$ cat src/rtl/lock_pkg.sv
// rtl/lock_pkg.sv - shared lock-state encoding and PC constants for the locked PC unit
package lock_pkg;

    typedef enum logic [1:0] {
        LOCK_ST_LOCKED   = 2'b00,
        LOCK_ST_CHECK    = 2'b01,
        LOCK_ST_UNLOCKED = 2'b10,
        LOCK_ST_TAMPER   = 2'b11
    } lock_state_e;

    localparam int unsigned PC_STEP       = 4;
    // Low PC bits that must be zero on every fetch address
    localparam int unsigned PC_ALIGN_MASK = 3;

endpackage

$ cat src/rtl/pc_key_checker.sv
// rtl/pc_key_checker.sv - key capture, one-cycle compare, retry counter and lock FSM
module pc_key_checker
    import lock_pkg::*;
#(
    parameter int unsigned          KEY_W     = 8,
    parameter logic [KEY_W-1:0]     KEY_VALUE = 8'hA3,
    parameter int unsigned          MAX_TRIES = 3
) (
    input  logic             clk,
    input  logic             rst,
    input  logic [KEY_W-1:0] key_in,
    input  logic             key_valid,
    input  logic             relock,
    output lock_state_e      state,
    output logic             key_ready,
    output logic             tamper
);

    localparam int unsigned     TRIES_W    = $clog2(MAX_TRIES + 1);
    // A mismatch seen while tries holds this value is the final permitted one
    localparam logic [TRIES_W-1:0] TRIES_LAST = TRIES_W'(MAX_TRIES - 1);

    logic [KEY_W-1:0]   key_reg;
    logic [TRIES_W-1:0] tries;

    // Lock FSM; key_ready and tamper are registered alongside the state so they track it exactly
    always_ff @(posedge clk or negedge rst) begin
        if (!rst) begin
            state     <= LOCK_ST_LOCKED;
            key_reg   <= '0;
            tries     <= '0;
            key_ready <= 1'b1;
            tamper    <= 1'b0;
        end else begin
            case (state)
                LOCK_ST_LOCKED: begin
                    if (key_valid) begin
                        key_reg   <= key_in;
                        state     <= LOCK_ST_CHECK;
                        key_ready <= 1'b0;
                    end
                end
                LOCK_ST_CHECK: begin
                    if (key_reg == KEY_VALUE) begin
                        state <= LOCK_ST_UNLOCKED;
                        tries <= '0;
                    end else if (tries == TRIES_LAST) begin
                        state  <= LOCK_ST_TAMPER;
                        tries  <= tries + 1'b1;
                        tamper <= 1'b1;
                    end else begin
                        state     <= LOCK_ST_LOCKED;
                        tries     <= tries + 1'b1;
                        key_ready <= 1'b1;
                    end
                end
                LOCK_ST_UNLOCKED: begin
                    // tries is deliberately left alone so relocking cannot refresh the retry budget
                    if (relock) begin
                        state     <= LOCK_ST_LOCKED;
                        key_ready <= 1'b1;
                    end
                end
                default: begin
                    // Tamper is terminal until reset
                    state     <= LOCK_ST_TAMPER;
                    key_ready <= 1'b0;
                    tamper    <= 1'b1;
                end
            endcase
        end
    end

endmodule

$ cat src/rtl/locked_pc_unit.sv
// rtl/locked_pc_unit.sv - key-locked fetch program counter with redirect, stall and tamper lockout
module locked_pc_unit
    import lock_pkg::*;
#(
    parameter int unsigned          XLEN         = 32,
    parameter logic [XLEN-1:0]      RESET_VECTOR = '0,
    parameter int unsigned          KEY_W        = 8,
    parameter logic [KEY_W-1:0]     KEY_VALUE    = 8'hA3,
    parameter int unsigned          MAX_TRIES    = 3
) (
    input  logic             clk,
    input  logic             rst,
    input  logic [KEY_W-1:0] key_in,
    input  logic             key_valid,
    output logic             key_ready,
    input  logic             stall,
    input  logic             redirect,
    input  logic [XLEN-1:0]  redirect_target,
    input  logic             relock,
    output logic [XLEN-1:0]  pc,
    output logic             pc_valid,
    output logic [1:0]       lock_state,
    output logic             tamper
);

    localparam logic [XLEN-1:0] ALIGN_KEEP = ~XLEN'(PC_ALIGN_MASK);
    localparam logic [XLEN-1:0] STEP       = XLEN'(PC_STEP);

    lock_state_e state;

    pc_key_checker #(
        .KEY_W     (KEY_W),
        .KEY_VALUE (KEY_VALUE),
        .MAX_TRIES (MAX_TRIES)
    ) u_checker (
        .clk       (clk),
        .rst       (rst),
        .key_in    (key_in),
        .key_valid (key_valid),
        .relock    (relock),
        .state     (state),
        .key_ready (key_ready),
        .tamper    (tamper)
    );

    assign lock_state = state;
    assign pc_valid   = (state == LOCK_ST_UNLOCKED);

    // PC register: only moves while unlocked; relock > redirect > stall > increment
    always_ff @(posedge clk or negedge rst) begin
        if (!rst) begin
            pc <= RESET_VECTOR;
        end else if (state != LOCK_ST_UNLOCKED || relock) begin
            pc <= RESET_VECTOR;
        end else if (redirect) begin
            pc <= redirect_target & ALIGN_KEEP;
        end else if (!stall) begin
            pc <= pc + STEP;
        end
    end

endmodule

$ cat config.mk
export PLATFORM = sky130hd
export DESIGN_NAME = locked_pc_unit
export DESIGN_NICKNAME = d
export VERILOG_FILES = /design/src/rtl/lock_pkg.sv /design/src/rtl/pc_key_checker.sv /design/src/rtl/locked_pc_unit.sv
export SDC_FILE = /design/constraint.sdc
export NUM_CORES = 1
export LEC_CHECK = 0
export ABC_AREA = 1
export CAP_MARGIN = 20
export CORE_ASPECT_RATIO = 0.8
export CORE_MARGIN = 2
export CORE_UTILIZATION = 35
export DETAILED_ROUTE_END_ITERATION = 8
export PLACE_DENSITY_LB_ADDON = 0.3
export SYNTH_ARGS = -nofsm -noshare
export SYNTH_HDL_FRONTEND = slang
export SYNTH_HIERARCHICAL = 1
export SYNTH_SLANG_ARGS = --single-unit
$ cat constraint.sdc
create_clock -name clk -period 1.95 [get_ports clk]
set_input_delay 0.2925 -clock clk [delete_from_list [all_inputs] [get_ports clk]]
set_output_delay 0.2925 -clock clk [all_outputs]
set_load 0.005 [all_outputs]
# Yosys cells after proc, flatten, opt, wreduce, memory -nomap -nowiden
# Index checks and enable logic that the tools add are counted.
# W data, S select, Z words.
word_totals:
  reg_bits: 46
  latch_bits: 0
  ram_bits: 0
  romBits: 0
  word_cells: 44
  memories: 0
op_classes:
  add_sub_neg: 2
  multipliers: 0
  div: 0
  n_lt_le_gt_ge: 0
  n_eq_ne: 11
  shifts: 0
  n_mux: 17
  bitwise_logic: 1
  reduce_logical: 7
op_table:
  columns: ["operator", "count"]
  rows:
  - ["$mux W32", 3]
  - ["$add A32 B3 Y32 const B", 1]
  - ["$mux W2", 5]
  - ["$ne A2 B2 Y1 const B", 5]
  - ["$eq A8 B8 Y1 const B", 1]
  - ["$mux W1", 6]
  - ["$pmux W2 S3", 1]
  - ["$eq A2 B2 Y1 const B", 2]
  - ["$reduce_and A2 Y1", 2]
  - ["$reduce_and A4 Y1", 1]
  - ["$ne A3 B1 Y1 const B", 1]
  - ["$pmux W1 S3", 1]
  - ["$reduce_and A3 Y1", 1]
  - ["$add A2 B1 Y2 const B", 1]
  - ["$eq A2 B1 Y1 const B", 1]
  - ["$logic_not A2 Y1", 1]
  - ["$ne A2 B1 Y1 const B", 1]
  - ["$pmux W1 S2", 1]
  - ["$reduce_or A2 Y1", 1]
  - ["$logic_or A1 B1 Y1", 1]
  - ["$not A1 Y1", 1]

# Depth between registers and ports, before layout
# Gate-level depths: netlist of run 1.
logic_depth:
  depth_word: 4
  ltp_mapped: 10
  depth_no_buf: 10

# By module
# The synthesis of run 1 kept the hierarchy.
by_module_without_submodules:
  columns: ["mod", "n_inst", "cells_each", "area_each_um2", "seq_area_each_um2"]
  rows:
  - ["locked_pc_unit", 1, 391, 2406.1, 750.7]
  - ["pc_key_checker", 1, 78, 704.4, 351.6]

# Least setup slack after synthesis of run 1
# No wires, ideal clock.
synth_path:
  kind: "register to register"
  startpoint: "register u_checker.state[0]"
  endpoint: "register u_checker.key_reg[5]"
  setup_ps: 125
  arrival_ps: 1290
  t_required_ps: 1825
  path_slack_ps: 535
  path_stages_with_launch: 6
  synth_period_minus_slack_ps: 1415
  cell_sequence: "dfrtp_1 > inv_1 > ha_1 > nand2_2 > buf_6 > mux2_4"
synth_via:
  elab_chain_len: 2
synth_lines:
  columns: ["element", "line_no", "source"]
  rows:
  - ["start, declared", "pc_key_checker.sv:14", "output lock_state_e state,"]
  - ["start signal, assigned", "pc_key_checker.sv:29", "state <= LOCK_ST_LOCKED;"]
  - ["start signal, assigned", "pc_key_checker.sv:39", "state <= LOCK_ST_CHECK;"]
  - ["start signal, assigned", "pc_key_checker.sv:45", "state <= LOCK_ST_UNLOCKED;"]
  - ["$logic_not A2 Y1", "pc_key_checker.sv:35", "case (state)"]
  - ["$reduce_and A2 Y1 (no source line)", null, null]
  - ["end signal, assigned", "pc_key_checker.sv:38", "key_reg <= key_in;"]
  - ["end, declared", "pc_key_checker.sv:23", "logic [KEY_W-1:0] key_reg;"]
# Every way passes these cells.
# A chain may end at the register's enable or synchronous reset.

# Worst setup path after layout of run 1
layout_path:
  startpoint: "register u_checker.state[1]"
  endpoint: "output pc_valid"
layout_via:
  elab_chain_len: 1
layout_lines:
  columns: ["element", "line_no", "source"]
  rows:
  - ["$eq A2 B2 Y1", "locked_pc_unit.sv:47", "assign pc_valid = (state == LOCK_ST_UNLOCKED);"]
  - ["end, declared", "locked_pc_unit.sv:21", "output logic pc_valid,"]
# Every way passes these cells.

==> metrics, run 1 <==
max reg flops 30; Hold Worst Slack 0.431 ns; Primary FF master, synth dfrtp_1; setup_tns 0 ns; Net Switching 0.000387 W; sequential area share after synthesis 35.4%; Largest delay share family, worst path buffers and inverters; crit path DAT 1.41 ns; slowest CP cell clkdlybuf4s50_1; Req. time, crit path 1.66 ns; Async SR Flop Fraction 100%; max-capacitance violation count 0; Reg power frac 54.1%; CP Max Fanout 5; critical setup path kind flop to output pin; 1st-pass router iterations 5; Die Wd 109 um; count leader, synth nand2_1; Hold Path Class primary input to async pin; DRC viols 0; core area 8560 um2; Post-synth EDFFs 0; area grow syn2layout 31.6%; Cell Area, Synth 3110 um2; WP buf/inv 2; initial antenna violation count 0; Combinational Power Share 9.9%; Int Power 0.00130 W; Post-CTS Hold Fix Bufs 1; fin nets 600; Final min period 1.70 ns; largest net degree at the start of global routing 51; GRT busiest layer met2; outcome complete, no violations; via count 3087; Pwr Density 411 nW/um2; Post-DRT Antenna Nets 0; Synth area leaders dfrtp_1 35%, nand2_1 18%, nor2_1 11%; grt met1 use 26.6%; worst skew pair latency 0.29 ns; Worst setup SP type flop; PnR worst setup slack 0.247 ns; CP Cell Sequence inv_1 -> nor2_1 -> clkdlybuf4s50_1; f_max 587 MHz; Sw Share 23.0%; Avg WL per Cell 12.7 um; CTS tree done; Clock Power Share 35.9%; VDD IR-drop max 0.244 mV; deepest clock path buffer count 2; Ports 83; Tcrit/Tclk final 87.4%; gr ovfl total 0; RSZ-0062 raised after global routing no; share of layout cells above drive strength 1 6.74%; Num Clock Sinks 44; Final Skew 0.00547 ns; Starting Density 36.3%; Clock Tree Root clkbuf_8; final setup vio count 0; Post-Synthesis Cells 469; Worst path max stage delay 0.50 ns; mean area per synthesized cell 6.63 um2; grt met2 use 28.5%; Slew Limit Fails 0; total of warnings raised by yosys 6; total CTS buffers 5; cell accounting for the most synthesized area dfrtp_1; area share of the largest cell type after synthesis 34.6%; First DRT Iteration DRCs 177; # diodes 0; dpl ws 0.198 ns; Synth top cells by count 149 x nand2_1, 93 x nor2_1, 50 x inv_1; Netlist cell types 35; total power 0.00168 W; global-route wire length before repair 14100 um; WL final 8380 um; post-DP HPWL 6410 um; # Post-CTS Setup Buffers 0; GRT Overall Usage 18.5%; fill count 906; CTS H-tree lvls 2; Site Rows 30; die height 88.3 um; routability cong. 0.905; die area 9660 um2; met3 GRT Util 3.39%; Cells after DPL 652; post_cts resized 0; leak pwr 1.77 nW; PortBufs 78; Via density 4.67; fin cells 661; Hold Vio Cnt, Final 0; Crit. End Element output pin; post-synthesis register bit count 44; vias in the first global route 3013; Reg clk slew, reported paths 0.09 ns
[path summary, 6_finish.rpt]
path                                          from            endpoint  slack [ns]  cells after the start
worst max-delay path            u_checker/state[1]            pc_valid        0.25                      3
worst min register to register    u_checker/tamper    u_checker/tamper        0.47                      1
min in group clk                  u_checker/tamper    u_checker/tamper        0.47                      1
worst min-delay path                           rst  u_checker/tries[1]        0.43                      2
worst max register to register               pc[3]              pc[28]        0.26                     10
max in group asynchronous                      rst              pc[25]        0.96                      3
[per-stage QoR]
| stage | util [%] | instance area [um2] |
|---|---|---|
| after global placement | 46.7 | 3990 |
| after global routing | 47.8 | 4090 |
| final | 47.8 | 4090 |
| after floorplan | - | 3110 |
| after CTS | 47.8 | 4090 |
| after detailed placement | 46.7 | 3990 |
[power groups by stage]
| stage | logic [W] | clock network (W) | registers (W) |
|---|---|---|---|
| floorplan | 0.0000541 | 0 | 0.000930 |
| global placement | 0.000167 | 0 | 0.000930 |
| detailed placement | 0.000168 | 0 | 0.000930 |
| CTS | 0.000170 | 0.000620 | 0.000912 |
| global route | 0.000186 | 0.000656 | 0.000912 |
| finish | 0.000167 | 0.000605 | 0.000912 |
[layout make-up]
type	count	area [um2]	share of cell area (%)
Inverter	51	199	4.86
Timing Repair Buffer	85	856	20.9
Tap cell	112	140	3.42
Multi-Input combinational cell	361	1710	41.7
Clock buffer	8	90.1	2.20
Sequential cell	44	1100	26.9
[placed cells by master, fill, tap and decap left out, types with 4 or more instances in the layout]
| cell type | n |
|---|---|
| a21oi_1 | 5 |
| buf_4 | 4 |
| clkbuf_8 | 6 |
| clkdlybuf4s50_1 | 77 |
| dfrtp_1 | 43 |
| ha_1 | 6 |
| inv_1 | 50 |
| nand2_1 | 149 |
| nand2_2 | 6 |
| nand3_1 | 36 |
| nor2_1 | 93 |
| nor2_2 | 4 |
| nor2_4 | 5 |
| o21ai_0 | 29 |
| xor2_1 | 5 |
[per-layer routing]
layer | vias to the layer above | wire, um
li1 | 1607 | -
met1 | 1378 | 4100
met2 | 93 | 3670
met3 | 9 | 515
met4 | 0 | 87
met5 | - | 0
[logic make-up (layout without fill, tap and decap cells)]
group,Yosys count,after routing,synth area share (%)
AOI/OAI and AO/OA,41,41,7.04
other,1,2,0.121
buffers and inverters,65,144,9.86
muxes,5,5,2.01
adders and majority gates,6,6,2.41
DFF,44,44,35.4
and+or+nand+nor,300,300,41.2
xor gates and xnor gates,7,7,1.97
Power figures use the tool's default switching activity.
==> run 2: changes to the inputs <==
--- a/config.mk
+++ b/config.mk
@@ -13,4 +13,5 @@
 export DETAILED_ROUTE_END_ITERATION = 8
 export PLACE_DENSITY_LB_ADDON = 0.3
+export SLEW_MARGIN = 20
 export SYNTH_ARGS = -nofsm -noshare
 export SYNTH_HDL_FRONTEND = slang
==> constraint.sdc (replaced) <==
create_clock -name clk -period 1.95 [get_ports clk]
set_input_delay 0.585 -clock clk [delete_from_list [all_inputs] [get_ports clk]]
set_output_delay 0.585 -clock clk [all_outputs]
set_load 0.005 [all_outputs]
==> run 2 against run 1 <==
Against the previous run: sequential power hardly changed; clock skew up 0.0065 ns; setup slack got worse by 0.20 ns; utilization increased by 1.2 points; via count up 0.94%; clock power barely moved; sequential share of layout area is 0.64 points lower; clock-buffer cell count stayed put; total power is 0.22% higher; final cell count rose by 1.8%; critical path type unchanged; first-iteration DRC count is 1.7% higher.
==> metrics, run 2 (synthesis gave the netlist of run 1 again) <==
GRT Overall Usage 18.2%; critical setup path kind flop to output pin; global-route wire length before repair 13700 um; gr ovfl total 0; worst skew pair latency 0.31 ns; largest net degree at the start of global routing 49; Site Rows 30; Reg clk slew, reported paths 0.08 ns; Post-CTS Hold Fix Bufs 0; deepest clock path buffer count 2; CP Max Fanout 6; Starting Density 36.3%; fin cells 673; f_max 524 MHz; fin nets 612; Worst setup SP type flop; Avg WL per Cell 12.5 um; share of layout cells above drive strength 1 9.27%; Cells after DPL 659; Pwr Density 402 nW/um2; initial antenna violation count 0; Final Skew 0.0120 ns; # diodes 0; Worst Setup EP pc[28]; core area 8560 um2; WP buf/inv 1; max reg flops 30; crit path DAT 1.32 ns; First DRT Iteration DRCs 180; Hold Worst Slack 0.250 ns; Largest delay share family, worst path buffers and inverters; via count 3116; commonest non-fill, non-tap cell in the layout nand2_1; Crit. End Element output pin; CTS tree done; RSZ-0062 raised after global routing no; r2r worst-path depth 7; post-DP HPWL 6270 um; register area 1100 um2; final setup vio count 0; R2R Setup Slk 0.18 ns; outcome complete, no violations; die height 88.3 um; commonest cells after routing, fill and taps aside 149 x nand2_1, 93 x nor2_1, 76 x clkdlybuf4s50_1, 49 x inv_1, 42 x dfrtp_1; total CTS buffers 5; Via density 4.63; PortBufs 78; Crit. path cell count 1; fill count 876; slowest CP cell clkdlybuf4s50_1; WL final 8390 um; vias in the first global route 2912; area grow syn2layout 34.9%; Hold Path Class primary input to async pin; die area 9660 um2; Slew Limit Fails 0; Final min period 1.91 ns; max-capacitance violation count 0; Req. time, crit path 1.36 ns; Tcrit/Tclk final 97.8%; end-of-flow core utilization 49.0%; DRC viols 0; routability cong. 0.889; leak pwr 1.85 nW; Post-DRT Antenna Nets 0; total power 0.00169 W; Ports 83; 1st-pass router iterations 5; r2r endpoint u_checker/key_reg[5]; Num Clock Sinks 44; Hold Vio Cnt, Final 0; footprint of the multi-input gates 1710 um2; CTS H-tree lvls 2; VDD IR-drop max 0.221 mV; CP startpoint pc[28]; reg-to-reg startpoint u_checker/state[1]; Clock Tree Root clkbuf_8; CP Cell Sequence clkdlybuf4s50_1; Die Wd 109 um; Worst path max stage delay 0.55 ns
[run 2: cell count changes in the layout (fill, tap and decap cells not counted), sizes merged]
cell           delta
clkdlybuf4s50     -1
dlygate4sd3       -1
dlymetal6s2s      +1
buf              +13
[run 2: power breakdown]
group / internal (W) / switching [W]
registers: 0.000911 / 0
logic: 0.0000988 / 0.0000709
clock network: 0.000290 / 0.000317
total: 0.00130 / 0.000388
[run 2: how the worst min path moves through the flow]
stage	startpoint	to	slack, ns	cells after the start
final	rst	u_checker/tamper	0.25	2
after global routing	rst	u_checker/tamper	0.27	2
after detailed placement	u_checker/tamper	u_checker/tamper	0.45	1
after global placement	u_checker/tamper	u_checker/tamper	0.45	1
after CTS	rst	pc[2]	0.26	2
after floorplan	rst	pc[10]	0.29	0
[run 2: timing repair]
item	CTS	global route
gates resized for setup	1	2
setup endpoints to repair	1	1
buffers inserted	5	1
[run 2: cell type report]
type	instances	share of cell area, %
Sequential cell	44	26.3
Tap cell	112	3.34
Timing Repair Buffer	97	22.8
Inverter	51	4.74
Multi-Input combinational cell	361	40.6
Clock buffer	8	2.15
[run 2: layer usage]
metal	share of wire [%]	routed length [um]	global-route usage [%]
met5	0	0	0
met4	1.1	90	5.06
met3	6.1	511	3.53
met2	45	3750	28.3
met1	48	4040	25.9
[run 2: per-stage QoR]
| step | worst slack (ns) | TNS, ns | cell area [um2] |
|---|---|---|---|
| 6_report | 0.0429 | 0 | 4200 |
| 5_1_grt | 0.00115 | 0 | 4200 |
| 4_1_cts | 0.0164 | 0 | 4190 |
| 3_5_place_dp | -0.0691 | -0.510 | 4060 |
| 3_3_place_gp | -0.0305 | -0.170 | 4060 |
| 2_1_floorplan | 0.486 | 0 | 3110 |
==> run 3: changes to the inputs <==
ABC_CLOCK_PERIOD_IN_PS = 1950   (was unset)
==> results of run 3 <==
Final layout, timing and power as in run 2 (identical DEF).
==> edit, RTL diff (flow settings as in run 1) <==
`MAX_TRIES` is set to 3 in 2 places; all go to 6.
--- a/src/rtl/pc_key_checker.sv
+++ b/src/rtl/pc_key_checker.sv
@@ -6,3 +6,3 @@
     parameter logic [KEY_W-1:0]     KEY_VALUE = 8'hA3,
-    parameter int unsigned          MAX_TRIES = 3
+    parameter int unsigned          MAX_TRIES = 6
 ) (
--- a/src/rtl/locked_pc_unit.sv
+++ b/src/rtl/locked_pc_unit.sv
@@ -8,3 +8,3 @@
     parameter logic [KEY_W-1:0]     KEY_VALUE    = 8'hA3,
-    parameter int unsigned          MAX_TRIES    = 3
+    parameter int unsigned          MAX_TRIES    = 6
 ) (
Function: changed (a bounded check fails within 10 cycles, from zero or initial values and one cycle with rst low).
==> edit against run 1 <==
  * The flow now finishes with violations (negative hold slack)
  * Synthesized cell count grew 1.5%
  * Setup slack gained 0.013 ns
  * Area after synthesis grew 2.1%
  * Critical path depth is the same
  * Cell count grew 1.2%
  * Combinational power is essentially flat
  * Highest routed layer unchanged
  * Cell area grew 2.8%
  * First-iteration DRC count grew 6.8%
  * Sequential power grew 2.3%
  * Total power grew 16%
  * Register-to-register slack gained 0.05 ns
  * Sequential cell count grew 1
  * Routed wire length grew 3.3%
  * Via count grew 4.6%
==> edit: results <==
export IMPL_grt_use_met3_pct=2.92
export IMPL_grt_pass1_vias=2937
export IMPL_synth_compound_area_share_pct=6.70
export IMPL_cellLeakagePower_nw=1.83
export IMPL_clkSlewWorstSetupHoldPaths_ns=0.06
export IMPL_gp_congestion=0.863
export IMPL_met2_usage_pct=29.8
export IMPL_p_sw_share_pct=22.9
export IMPL_drive_gt1_share_pct=7.40
export IMPL_fin_nets=606
export IMPL_inv_count=52
export IMPL_grt_usage_pct=18.1
export IMPL_synthMuxAreaShare_pct=1.97
export IMPL_failed_checks="negative hold slack"
export IMPL_synthAdderAreaFrac_pct=2.76
export IMPL_dpl_cell_area_mm2=0.00407
export IMPL_hold_viol=1
export IMPL_cts_root_buffer="clkbuf_16"
export IMPL_ir_worst_vdd_v=0.000308
export IMPL_post_dp_hpwl_mm=6.53
export IMPL_ys_top_cells_by_area="dfrtp_1 35%, nand2_1 18%, nor2_1 11%"
export IMPL_synth_cells=476
export IMPL_outcome="finished, violations left"
export IMPL_grtUsageMet1_pct=25.0
export IMPL_fin_area_mm2=0.00421
export IMPL_synth_common_cells="152 x nand2_1, 93 x nor2_1, 49 x inv_1"
export IMPL_dpl_worst_slack_ns=0.143
export IMPL_nNonClkBuffers=83
export IMPL_ys_seq_area_share_pct=35.5
export IMPL_routed_wl_mm=8.66
export IMPL_fillers=916
export IMPL_multi_input_area_share_pct=41.4
export IMPL_routed_via_density=4.83
export IMPL_grt_pass1_wl_mm=14.5
export IMPL_seq_share_pct=26.8
export IMPL_seq_power_share_pct=47.9
export IMPL_holdWs_ns=-0.00296
## edit: cell types whose count changed after synthesis, sizes merged
cell	before	now
o22ai	2	3
xnor2	2	3
ha	6	7
o21ai	30	29
dfrtp	43	44
nor3	2	1
inv	51	52
nand3	36	37
nor2	103	104
a21o	1	0
nand2	156	159
## edit: path summary, 6_finish.rpt
| check | startpoint | end | slack (ns) |
|---|---|---|---|
| hold reg to reg | u_checker/tamper | u_checker/tamper | 0.46 |
| hold / removal | rst | u_checker/tamper | -0.003 |
| min in group clk | u_checker/tamper | u_checker/tamper | 0.46 |
| max in group asynchronous | rst | pc[11] | 1.41 |
| setup reg to reg | pc[2] | pc[20] | 0.31 |
| setup / recovery | u_checker/state[1] | pc_valid | 0.26 |
## edit: routing by layer
layer / wire (um) / vias up / part of all wire (%)
met5: 0 / - / 0
met4: 108 / 0 / 1.2
met3: 456 / 11 / 5.3
met2: 4000 / 91 / 46
met1: 4090 / 1499 / 47
li1: - / 1627 / -
